==> config.mk <==
export PLATFORM = sky130hd
export DESIGN_NAME = bip_core_v2
export DESIGN_NICKNAME = d
export VERILOG_FILES = /design/src/rtl/bip_pkg.sv /design/src/rtl/bip_alu.sv /design/src/rtl/bip_core_v2.sv
export SDC_FILE = /design/constraint.sdc
export NUM_CORES = 1
export LEC_CHECK = 0
export CAP_MARGIN = 5
export CELL_PAD_IN_SITES_DETAIL_PLACEMENT = 1
export CELL_PAD_IN_SITES_GLOBAL_PLACEMENT = 2
export CORE_MARGIN = 5
export CORE_UTILIZATION = 35
export DETAILED_ROUTE_END_ITERATION = 8
export GPL_ROUTABILITY_DRIVEN = 0
export GPL_TIMING_DRIVEN = 0
export PLACE_DENSITY_LB_ADDON = 0.1
export SYNTH_ARGS = -nofsm -noshare
export SYNTH_HDL_FRONTEND = slang
export SYNTH_HIERARCHICAL = 1
export SYNTH_SLANG_ARGS = --single-unit
==> constraint.sdc <==
create_clock -name i_clk -period 9.8 [get_ports i_clk]
set_input_delay 1.47 -clock i_clk [delete_from_list [all_inputs] [get_ports i_clk]]
set_output_delay 1.47 -clock i_clk [all_outputs]
set_load 0.05 [all_outputs]
==> src/rtl/bip_pkg.sv <==
// bip_pkg: opcodes, control FSM states and sizing helper
// shared by the bip_core_v2 accumulator CPU.
package bip_pkg;

  localparam int OP_HLT  = 0;
  localparam int OP_STO  = 1;
  localparam int OP_LD   = 2;
  localparam int OP_LDI  = 3;
  localparam int OP_ADD  = 4;
  localparam int OP_ADDI = 5;
  localparam int OP_SUB  = 6;
  localparam int OP_SUBI = 7;
  localparam int OP_AND  = 8;
  localparam int OP_ANDI = 9;
  localparam int OP_OR   = 10;
  localparam int OP_ORI  = 11;
  localparam int OP_XOR  = 12;
  localparam int OP_XORI = 13;
  localparam int OP_SLL  = 14;
  localparam int OP_SRA  = 15;
  localparam int OP_BEQ  = 16;
  localparam int OP_BNE  = 17;
  localparam int OP_JMP  = 18;

  typedef enum logic [2:0] {
    S_IDLE,
    S_FETCH,
    S_DECODE,
    S_EXEC,
    S_HALT
  } state_t;

  // bits needed to hold value (0 -> 0)
  function automatic int clogb2(input int value);
    int r;
    r = 0;
    for (int v = value; v > 0; v = v >> 1)
      r = r + 1;
    return r;
  endfunction

endpackage

==> src/rtl/bip_alu.sv <==
// bip_alu: combinational next-ACC computation
// for load, arithmetic, logic and shift opcodes.
module bip_alu
  import bip_pkg::*;
#(
  parameter int NB_DATA   = 16,
  parameter int NB_OPCODE = 5
) (
  input  logic [NB_DATA-1:0]   i_acc,
  input  logic [NB_DATA-1:0]   i_operand,
  input  logic [NB_OPCODE-1:0] i_opcode,
  output logic [NB_DATA-1:0]   o_acc
);

  localparam int NB_SH = clogb2(NB_DATA-1);

  logic [NB_SH-1:0] sh;

  assign sh = i_operand[NB_SH-1:0];

  always_comb begin
    o_acc = i_acc;
    unique case (int'(i_opcode))
      OP_LD, OP_LDI:   o_acc = i_operand;
      OP_ADD, OP_ADDI: o_acc = i_acc + i_operand;
      OP_SUB, OP_SUBI: o_acc = i_acc - i_operand;
      OP_AND, OP_ANDI: o_acc = i_acc & i_operand;
      OP_OR, OP_ORI:   o_acc = i_acc | i_operand;
      OP_XOR, OP_XORI: o_acc = i_acc ^ i_operand;
      OP_SLL:          o_acc = i_acc << sh;
      OP_SRA:          o_acc = $signed(i_acc) >>> sh;
      default:         o_acc = i_acc;
    endcase
  end

endmodule

==> src/rtl/bip_core_v2.sv <==
// bip_core_v2: accumulator CPU with run/step/halt control.
// Define BIP_CYCLE_COUNTER_EN to add the o_cycles counter.
module bip_core_v2
  import bip_pkg::*;
#(
  parameter int NB_DATA        = 16,
  parameter int NB_OPCODE      = 5,
  parameter int INS_MEM_DEPTH  = 2048,
  parameter int DATA_MEM_DEPTH = 1024,
  localparam int NB_PC    = clogb2(INS_MEM_DEPTH-1),
  localparam int NB_DADDR = clogb2(DATA_MEM_DEPTH-1)
) (
  input  logic                i_clk,
  input  logic                i_rst,
`ifdef BIP_CYCLE_COUNTER_EN
  output logic [31:0]         o_cycles,
`endif
  input  logic                i_run,
  input  logic                i_step,
  output logic                o_halted,
  output logic [NB_PC-1:0]    o_addr_ins,
  input  logic [NB_DATA-1:0]  i_instruction,
  output logic [NB_DADDR-1:0] o_addr_data,
  output logic [NB_DATA-1:0]  o_data,
  input  logic [NB_DATA-1:0]  i_data_mem,
  output logic                o_wr,
  output logic                o_rd,
  output logic [NB_DATA-1:0]  o_acc,
  output logic [NB_PC-1:0]    o_pc
);

  localparam int NB_OPERAND = NB_DATA - NB_OPCODE;

  state_t state_q, state_d;

  logic [NB_PC-1:0]   pc_q, pc_d;
  logic [NB_DATA-1:0] acc_q, acc_d;
  logic [NB_DATA-1:0] ir_q, ir_d;
  logic               step_q, step_d;

  logic [NB_DATA-1:0]    ins;
  logic [NB_OPCODE-1:0]  opc;
  logic [NB_OPERAND-1:0] opd;
  logic [NB_DATA-1:0]    imm, alu_b, alu_y;
  logic                  is_mem, taken;
  logic [NB_PC-1:0]      pc_inc, pc_br;

  // memory word is live only in DECODE; EXEC uses the latched copy
  assign ins = (state_q == S_DECODE) ? i_instruction : ir_q;
  assign opc = ins[NB_DATA-1 -: NB_OPCODE];
  assign opd = ins[NB_OPERAND-1:0];
  assign imm = {{NB_OPCODE{opd[NB_OPERAND-1]}}, opd};

  always_comb begin
    is_mem = 1'b0;
    unique case (int'(opc))
      OP_LD, OP_ADD, OP_SUB,
      OP_AND, OP_OR, OP_XOR: is_mem = 1'b1;
      default:               is_mem = 1'b0;
    endcase
  end

  assign alu_b = is_mem ? i_data_mem : imm;

  bip_alu #(
    .NB_DATA   (NB_DATA),
    .NB_OPCODE (NB_OPCODE)
  ) u_alu (
    .i_acc     (acc_q),
    .i_operand (alu_b),
    .i_opcode  (opc),
    .o_acc     (alu_y)
  );

  always_comb begin
    taken = 1'b0;
    unique case (1'b1)
      int'(opc) == OP_JMP: taken = 1'b1;
      int'(opc) == OP_BEQ: taken = (acc_q == '0);
      int'(opc) == OP_BNE: taken = (acc_q != '0);
      default:             taken = 1'b0;
    endcase
  end

  always_comb begin
    int t;
    pc_inc = pc_q + NB_PC'(1);
    if (int'(pc_q) == INS_MEM_DEPTH-1)
      pc_inc = '0;
    t = int'(pc_inc) + int'($signed(imm));
    t = t % INS_MEM_DEPTH;
    if (t < 0)
      t = t + INS_MEM_DEPTH;
    pc_br = NB_PC'(t);
  end

  always_ff @(posedge i_clk) begin
    if (!i_rst)
      state_q <= S_IDLE;
    else
      state_q <= state_d;
  end

  always_comb begin
    state_d = state_q;
    unique case (state_q)
      S_IDLE:
        if (i_run || i_step)
          state_d = S_FETCH;
      S_FETCH:  state_d = S_DECODE;
      S_DECODE:
        state_d = (int'(opc) == OP_HLT) ?
                  S_HALT : S_EXEC;
      S_EXEC:
        state_d = (step_q || !i_run) ?
                  S_IDLE : S_FETCH;
      S_HALT:   state_d = S_HALT;
      default:  state_d = S_IDLE;
    endcase
  end

  always_comb begin
    o_halted = (state_q == S_HALT);
    o_rd     = 1'b0;
    o_wr     = 1'b0;
    if (i_rst && state_q == S_DECODE) begin
      o_rd = is_mem;
      o_wr = (int'(opc) == OP_STO);
    end
  end

  always_comb begin
    pc_d   = pc_q;
    acc_d  = acc_q;
    ir_d   = ir_q;
    step_d = step_q;
    unique case (state_q)
      S_IDLE:
        if (i_run || i_step)
          step_d = !i_run;
      S_DECODE: ir_d = i_instruction;
      S_EXEC: begin
        acc_d = alu_y;
        pc_d  = taken ? pc_br : pc_inc;
      end
      default: ;
    endcase
  end

  always_ff @(posedge i_clk) begin
    if (!i_rst) begin
      pc_q   <= '0;
      acc_q  <= '0;
      ir_q   <= '0;
      step_q <= 1'b0;
    end else begin
      pc_q   <= pc_d;
      acc_q  <= acc_d;
      ir_q   <= ir_d;
      step_q <= step_d;
    end
  end

`ifdef BIP_CYCLE_COUNTER_EN
  logic [31:0] cyc_q, cyc_d;

  always_comb begin
    cyc_d = cyc_q;
    if (state_q inside {S_FETCH, S_DECODE, S_EXEC}
        && cyc_q != '1)
      cyc_d = cyc_q + 32'd1;
  end

  always_ff @(posedge i_clk) begin
    if (!i_rst)
      cyc_q <= '0;
    else
      cyc_q <= cyc_d;
  end

  assign o_cycles = cyc_q;
`endif

  assign o_addr_ins  = pc_q;
  assign o_addr_data = opd[NB_DADDR-1:0];
  assign o_data      = acc_q;
  assign o_acc       = acc_q;
  assign o_pc        = pc_q;

endmodule

== Yosys cells after proc, flatten, opt, wreduce, memory -nomap -nowiden ==
Index checks and enable logic that the tools add are counted.
W data, S select, Z words.

* Register bits: 47
* Bits of input ports: 36
* Output and inout port bits: 67
* Word-level logic and storage cells: 74

* Add/subtract/negate cells: 5
* Order comparisons: 1
* Eq/ne operators: 24
* Shift operators: 2
* Muxes and demuxes: 14
* Bitwise gates (word level): 4
* Reductions and logical operators: 19

{| class="wikitable"
|+ Operators with widths
! cell !! number
|-
| $pmux W16 S8 || 1
|-
| $eq A5 B4 Y1 const B || 8
|-
| $mux W11 || 3
|-
| $mux W16 || 2
|-
| $add A11 B1 Y11 const B || 2
|-
| $eq A5 B3 Y1 const B || 4
|-
| $add A16 B16 Y16 || 1
|-
| $and A16 B16 Y16 || 1
|-
| $logic_not A16 Y1 || 1
|-
| $or A16 B16 Y16 || 1
|-
| $reduce_bool A16 Y1 || 1
|-
| $shl A16 B4 Y16 || 1
|-
| $sshr A16 B4 Y16 || 1
|-
| $sub A16 B16 Y16 || 1
|-
| $xor A16 B16 Y16 || 1
|-
| $eq A5 B2 Y1 const B || 3
|-
| $eq A5 B5 Y1 const B || 3
|-
| $pmux W3 S5 || 1
|-
| $add A12 B11 Y13 || 1
|-
| $lt A12 B1 Y1 const B || 1
|-
| $reduce_or A2 Y1 || 6
|-
| $eq A11 B1 Y1 const B || 1
|-
| $reduce_or A11 Y1 || 1
|-
| $reduce_bool A8 Y1 || 1
|-
| 15 further kinds || 22
|}

== Logic depth before layout (Yosys ltp) ==
Gate-level depths: netlist of the first run.

* Depth in word-level cells: 8
* Gate-level depth with buffers: 27
* Mapped depth without buffers: 22

== Cells and area by module ==
Netlist of the first run, hierarchy kept.

{| class="wikitable"
|+ Modules (own cells, without submodules)
! module !! instances !! cells an instance !! area each (µm²) !! seq. area each (µm²)
|-
| bip_alu || 1 || 550 || 3791.1 || 0.0
|-
| bip_core_v2 || 1 || 389 || 3138.0 || 940.9
|}

== Worst setup path before layout of the first run ==
No wires, ideal clock.

* Path kind: input to register
* From: input port i_instruction[15]
* To: register acc_q[15] (netlist: o_acc[15])
* Library setup time: 0.076 ns
* Data arrival time: 5.729 ns
* Required time: 9.724 ns
* Setup slack: 3.996 ns
* Stages: 23
* Path buffers: 4
* Cell sequence: mux2_4 > or2_1 > or3b_1 > buf_6 > buf_6 > a21oi_1 > buf_2 > inv_2 > clkbuf_1 > ha_1 > nand4_1 > nor2b_1 > xnor2_1 > ha_1 > a21oi_1 > nand2_1 > o21ai_0 > o2111ai_4 > a21o_2 > a21oi_2 > a2bb2oi_2 > nand2_1 > a21boi_0

* Longest elaborated chain between the ends: 7
* Elaborated cells on any way between the ends: 34
* Those cells by class: add/sub: 2; eq/ne: 14; shift: 2; mux: 4; bitwise: 3; reduce/logical: 9

{| class="wikitable"
|+ RTL lines
! element !! line !! text
|-
| from (decl) || bip_core_v2.sv:22 || <nowiki>input logic [NB_DATA-1:0] i_instruction,</nowiki>
|-
| $mux W16 * || n/a ||
|-
| $eq A5 B2 Y1 (tied with other cells) || bip_core_v2.sv:56 || <nowiki>unique case (int'(opc))</nowiki>
|-
| $reduce_or A6 Y1 * || bip_core_v2.sv:56 ||
|-
| $mux W1 * || bip_core_v2.sv:56 ||
|-
| $mux W16 * || bip_core_v2.sv:63 || <nowiki>assign alu_b = is_mem ? i_data_mem : imm;</nowiki>
|-
| net alu_b[0] || bip_core_v2.sv:44 || <nowiki>logic [NB_DATA-1:0] imm, alu_b, alu_y;</nowiki>
|-
| $sub A16 B16 Y16 (tied with other cells) || bip_alu.sv:26 || <nowiki>OP_SUB, OP_SUBI: o_acc = i_acc - i_operand;</nowiki>
|-
| $pmux W16 S8 * || bip_alu.sv:23 || <nowiki>unique case (int'(i_opcode))</nowiki>
|-
| net alu_y[15] || bip_core_v2.sv:44 ||
|-
| to (signal assigned) || bip_core_v2.sv:153 || <nowiki>acc_q <= '0;</nowiki>
|-
| to (signal assigned) || bip_core_v2.sv:158 || <nowiki>acc_q <= acc_d;</nowiki>
|-
| to (decl) || bip_core_v2.sv:37 || <nowiki>logic [NB_DATA-1:0] acc_q, acc_d;</nowiki>
|}

The timed path passes the listed nets; every way through them passes the cells marked *.
A chain may end at the register's enable or synchronous reset.

== Worst setup path after layout of the first run ==
* From: input port i_instruction[15]
* To: register acc_q[15] (netlist: o_acc[15])

* Longest elaborated chain between the ends: 7
* Elaborated cells on any way between the ends: 34
* Those cells by class: add/sub: 2; eq/ne: 14; shift: 2; mux: 4; bitwise: 3; reduce/logical: 9

{| class="wikitable"
|+ RTL lines
! element !! line !! text
|-
| $mux W16 * || n/a ||
|-
| net ins[15] || bip_core_v2.sv:41 || <nowiki>logic [NB_DATA-1:0] ins;</nowiki>
|-
| $eq A5 B2 Y1 (tied with other cells) || bip_core_v2.sv:56 ||
|-
| $reduce_or A6 Y1 * || bip_core_v2.sv:56 ||
|-
| $mux W1 * || bip_core_v2.sv:56 ||
|-
| $mux W16 * || bip_core_v2.sv:63 ||
|-
| net alu_b[0] || bip_core_v2.sv:44 ||
|-
| $sub A16 B16 Y16 (tied with other cells) || bip_alu.sv:26 ||
|-
| $pmux W16 S8 * || bip_alu.sv:23 ||
|-
| net alu_y[15] || bip_core_v2.sv:44 ||
|}

Marked as above.

==> metrics, run 1 <==
status completed; cell leakage power between 3 and 4 nW; core region area between 15000 and 20000 um2; # diodes 0; DRT Pass-1 Iters 5; Cell variety after synth 82; Post-CTS Resized 0; worst path required time 10.03 ns; cell accounting for the most synthesized area dfxtp_1; Detail Route Antenna Nets 0; top_reg_cell synth dfxtp_1; largest net degree at the start of global routing 15; vias in the first global route slightly below 8000; share of layout cells above drive strength 1 0.112; Bufs on Longest Clock Path 2; WP data arrival 7.44 ns; Final Slew Violations 0; via count 7696; worst slack at placement 2.25 ns; final hold slack roughly 0.47 ns; DR WL/cell 23.0 um; CTS Root Cell clkbuf_16; Worst Setup Path Type in2reg; Worst Hold Endpoint step_q; TNS Setup 0 ns; CP Capture Type flop; mean post-synth cell area 7.38 um2; Setup Viol. Count Final 0; Routed WL 30200 um; hold-fix buffers at CTS 0; unrepaired setup endpoints after global routing false; clock sinks 47; Post-synth EDFFs 0; nets 1146; Worst slew margin 0.278; Vias/cell between 5 and 6; min Tclk post-route between 7 and 8 ns; Clk pin slew, worst setup/hold paths 0.07 ns; Tot Pwr roughly 0.0024 W; Worst Tran Pin Value about 1.1 ns; FF-to-FF Start state_q[1]; Mapped Cells 939; Hold Crit Class reg2reg; H-tree depth 2; clk_skew 0.00599 ns; share of the synthesized area in the top cell type 0.136; VDD IR-drop max just over 0.09 mV; Max FO, Critical Path 12; Residual DRC 0; final instance area 8440 um2; hold depth 2; startpoint class of the critical path primary input; DP Area roughly 8300 um2; ys async rst share 0; hold path start step_q; Post-Synthesis Cell Area 6930 um2; DP HPWL 23600 um; initial antenna violation count 0; starting density of the core 0.356; #FFs+latches synth 47; R2R Setup Slk roughly 3.3 ns; final worst-path setup slack 2.58 ns; die height 151 um; Synth Net Count ~1000; Fin. Hold Viols 0; Inserted Clock Buffers 5; power per cell area between 200 and 300 nW/um2; fin crit share 0.736; post-CTS setup buffer count 0; Die W 151 um; FMAX 139 MHz; area delta synth->final 21.8%; CTS tree built; standard-cell rows 51; Detailed Route Iter0 Violations 625; full die area 22700 um2; Synth area leaders dfxtp_1 14%, ha_1 11%, a21oi_1 6.2%; total track usage 0.268; Max-Cap Viols 0; IO Pins 103; r2r endpoint o_acc[15]; register area share after synthesis 0.136; gr ovfl total 0; first-pass GRT wire length about 47000 um; port buffer count 102; Worst-Skew Late Latency 0.30 ns; R2R cell count 25; Yosys warnings 6
[how the worst max path moves through the flow]
stage	endpoint	from
final	o_acc[15]	i_instruction[15]
after global routing	o_acc[15]	i_instruction[15]
after CTS	o_acc[15]	i_instruction[15]
after detailed placement	o_acc[15]	i_instruction[15]
after global placement	o_acc[15]	i_instruction[15]
after floorplan	o_acc[15]	i_instruction[15]
[final cells by class]
cell class | instances | area, um2
Tap cell | 265 | 332
Clock buffer | 7 | 153
Multi-Input combinational cell | 740 | 5180
Fill cell | 2465 | 11000
Buffer | 93 | 582
Clock inverter | 1 | 7.51
Sequential cell | 47 | 941
Inverter | 59 | 221
Timing Repair Buffer | 102 | 1020
[layer usage]
metal  wire (um)  track usage  vias to the layer above
li1            -            -                     3565
met1       12900        0.352                     3701
met2       14000        0.443                      363
met3        2180       0.0458                       67
met4        1060       0.0916                        0
met5           0            0                        -
[state kept, by name, summed over array words and instances (netlist names)]
| signal | count |
|---|---|
| step_q | 1 |
| state_q | 3 |
| ir_q | 16 |
| o_acc | 16 |
| o_addr_ins | 11 |
[cells in the final DEF (no fill, tap or decap), drive strengths merged, types with 3 or more instances in the layout]
master           n
o211a            3
mux2             7
nor3            19
a2bb2oi          4
nand2           99
nor3b            7
and2             5
a221oi           4
dfxtp           47
o21a            16
a22oi            4
nor2b           20
a21o             6
a31oi           15
and3             9
o22ai            9
nand3           22
a21oi           89
mux4            10
a211o            4
clkbuf          34
a211oi          16
a32oi            8
xor2            12
or3              4
o21ai           53
o311ai           3
o211ai          15
xnor2           28
nand2b          11
ha              60
nor4             7
mux2i           35
or2              8
nand4            8
nor2            71
clkdlybuf4s50  102
inv             59
buf             66
a21boi          18
[cells in the mapped netlist, types with 19 or more instances]
master,count
a21oi_1,86
dfxtp_1,47
clkbuf_1,27
inv_1,55
ha_1,60
nand2_1,97
nor3_1,19
xnor2_1,27
nor2b_1,19
buf_4,43
o21ai_0,46
nor2_1,71
mux2i_1,35
nand3_1,21
[worst max-delay path, stage by stage]
cell and delay [ns]:
clkdlybuf4s50_1 0.44, mux2_4 0.33, or2_1 0.26, or3b_1 0.37
buf_6 0.16, buf_6 0.15, a21oi_1 0.34, buf_2 0.30
inv_2 0.12, clkbuf_1 0.36, ha_1 0.39, nand4_1 0.15
nor2b_1 0.17, xnor2_1 0.08, ha_1 0.39, a21oi_1 0.19
nand2_1 0.08, o21ai_0 0.54, o2111ai_4 0.19, a21o_2 0.22
a21oi_2 0.26, a2bb2oi_2 0.22, nand2_1 0.06, a21boi_0 0.15
[kinds of logic (layout without fill, tap and decap cells)]
group / count (synthesis) / in the layout / share of synthesized area
adder cells (fa/ha/maj): 62 / 62 / 0.114
AND/OR/NAND/NOR: 298 / 298 / 0.211
AO/OA/AOI/OAI: 288 / 288 / 0.276
multiplexers: 52 / 52 / 0.0955
flip-flops: 47 / 47 / 0.136
XOR/XNOR: 40 / 40 / 0.0516
buffers and inverters: 152 / 262 / 0.116
[stage by stage]
stage / instances / util
2_1_floorplan: 939 / -
3_3_place_gp: 1306 / 0.426
3_5_place_dp: 1306 / 0.426
4_1_cts: 1314 / 0.434
5_1_grt: 1314 / 0.434
6_report: 1314 / 0.434
[where the power goes]
part | internal (W) | total [W] | switching [W]
registers | 0.000208 | 0.000231 | 0.0000235
clock network | 0.000109 | 0.000191 | 0.0000825
logic | 0.000724 | 0.00199 | 0.00127
total | 0.00104 | 0.00241 | 0.00137
(Power assumes the default switching activity.)
==> run 2, diff against run 1 <==
CORE_UTILIZATION = 29   (was 35)
clock period = 6.2 ns   (was 9.8 ns; I/O delays follow)
==> metrics, run 2 (same netlist as run 1, synthesis figures left out) <==
largest net degree at the start of global routing 20; commonest non-fill, non-tap cell in the layout clkdlybuf4s50_1; port buffer count 102; fin crit share 0.961; standard-cell rows 56; full die area between 20000 and 30000 um2; Bufs on Longest Clock Path 2; Finished Layout Cells 1366; sw power 0.00222 W; Vias/cell ~5.5; final worst-path setup slack ~0.24 ns; Worst Tran Pin Value 0.993 ns; Setup Viol. Count Final 0; nets 1144; switch share 0.570; CTS Root Cell clkbuf_16; Detail Route Antenna Nets 0; initial antenna violation count 0; DRT Pass-1 Iters 5; Fin. Hold Viols 0; Die W 165 um; Inserted Clock Buffers 5; core region area 23500 um2; WP data arrival 6.18 ns; clock sinks 47; area delta synth->final 23.7%; Max FO, Critical Path 10; power per cell area 454 nW/um2; FMAX approximately 170 MHz; hold-fix buffers at CTS 0; most frequent cells in the layout 102 x clkdlybuf4s50_1, 97 x nand2_1, 81 x a21oi_1; CP Capture Type flop; die height about 160 um; worst slack at placement -0.841 ns; logic gate share of total power 0.829; Residual DRC 0; clk_skew 0.00697 ns; gr ovfl total 0; DP HPWL between 20000 and 30000 um; worst path required time between 6 and 7 ns; status completed; cell leakage power 3.30 nW; # diodes 0; total track usage 0.231; CTS tree built; min Tclk post-route 5.96 ns; Worst Setup Path Type in2reg; IO Pins 103; first-pass GRT wire length between 40000 and 50000 um; starting density of the core 0.295; H-tree depth 2; clock share of power 0.076; Worst-Skew Late Latency 0.30 ns; DR WL/cell between 20 and 25 um; startpoint class of the critical path primary input; share of layout cells above drive strength 1 0.123; Cells after DPL 1360; R2R Setup Slk ~0.4 ns; VDD IR-drop max 0.148 mV; Worst slew margin 0.338; via count 7556; vias in the first global route between 7000 and 8000; Max-Cap Viols 0; Clk pin slew, worst setup/hold paths about 0.07 ns; unrepaired setup endpoints after global routing true; Routed WL 31800 um; Cell Int Power ~0.0017 W; Detailed Route Iter0 Violations ~560; Final Slew Violations 0; Hold Crit Class reg2reg; Seq pwr share 0.094
run 2: repair_timing:
item | CTS | global route
resized for setup | 9 | 13
buffers inserted | 0 | 1
pin swaps | 0 | 2
endpoints found under the setup margin | 8 | 6
run 2: per-layer routing:
layer,up-vias,GRT usage,share of wire
met2,241,0.383,0.47
met1,3728,0.319,0.46
met3,42,0.0250,0.047
li1,3545,-,-
met4,0,0.0673,0.029
met5,-,0,0
run 2: worst max-delay path, cell delays in order:
cell and delay, ns:
clkdlybuf4s50_1 0.42, mux2_4 0.33, or2_1 0.25, or3b_1 0.37, buf_6 0.16, buf_6 0.16, a21oi_2 0.32, clkbuf_4 0.30
clkbuf_2 0.25, clkbuf_2 0.30, xnor2_1 0.13, ha_1 0.34, a21o_1 0.20, a221oi_2 0.34, o21ai_1 0.22, a311oi_2 0.31
xnor2_1 0.19, nand2_1 0.14, a31oi_4 0.25, nand2_1 0.08, a21boi_0 0.15
run 2: area by class of cell:
class                   instances  area, um2
multi-input cells             740       5240
flip-flops and latches         47        941
plain buffers                  90        579
fillers                      2908      14900
inverters                      59        224
well taps                     319        399
clock buffers                   8        156
repair buffers                103       1030
run 2: power by group through the flow:
stage | sequential [W] | combinational [W] | clock (W)
after floorplan | 0.000384 | 0.00217 | 0
after detailed placement | 0.000374 | 0.00312 | 0
after global placement | 0.000373 | 0.00313 | 0
after CTS | 0.000367 | 0.00314 | 0.000310
final | 0.000367 | 0.00323 | 0.000297
after global routing | 0.000372 | 0.00347 | 0.000316
run 2: path summary, 6_finish.rpt:
path,start,end,cells past startpoint
max reg2reg,state_q[1],o_acc[14],22
min reg2reg,step_q,step_q,2
min,step_q,step_q,2
max,i_instruction[15],o_acc[14],21
run 2: through the flow:
step	cell area [um2]	utilization	power [W]	TNS [ns]	hold WS, ns
5_1_grt	8570	0.365	0.00416	-0.0357	0.531
4_1_cts	8520	0.363	0.00381	0	0.472
3_5_place_dp	8350	0.356	0.00350	-5.25	0.453
2_1_floorplan	6930	-	0.00256	0	0.428
6_report	8570	0.365	0.00389	0	0.470
3_3_place_gp	8350	0.356	0.00351	-4.34	0.452
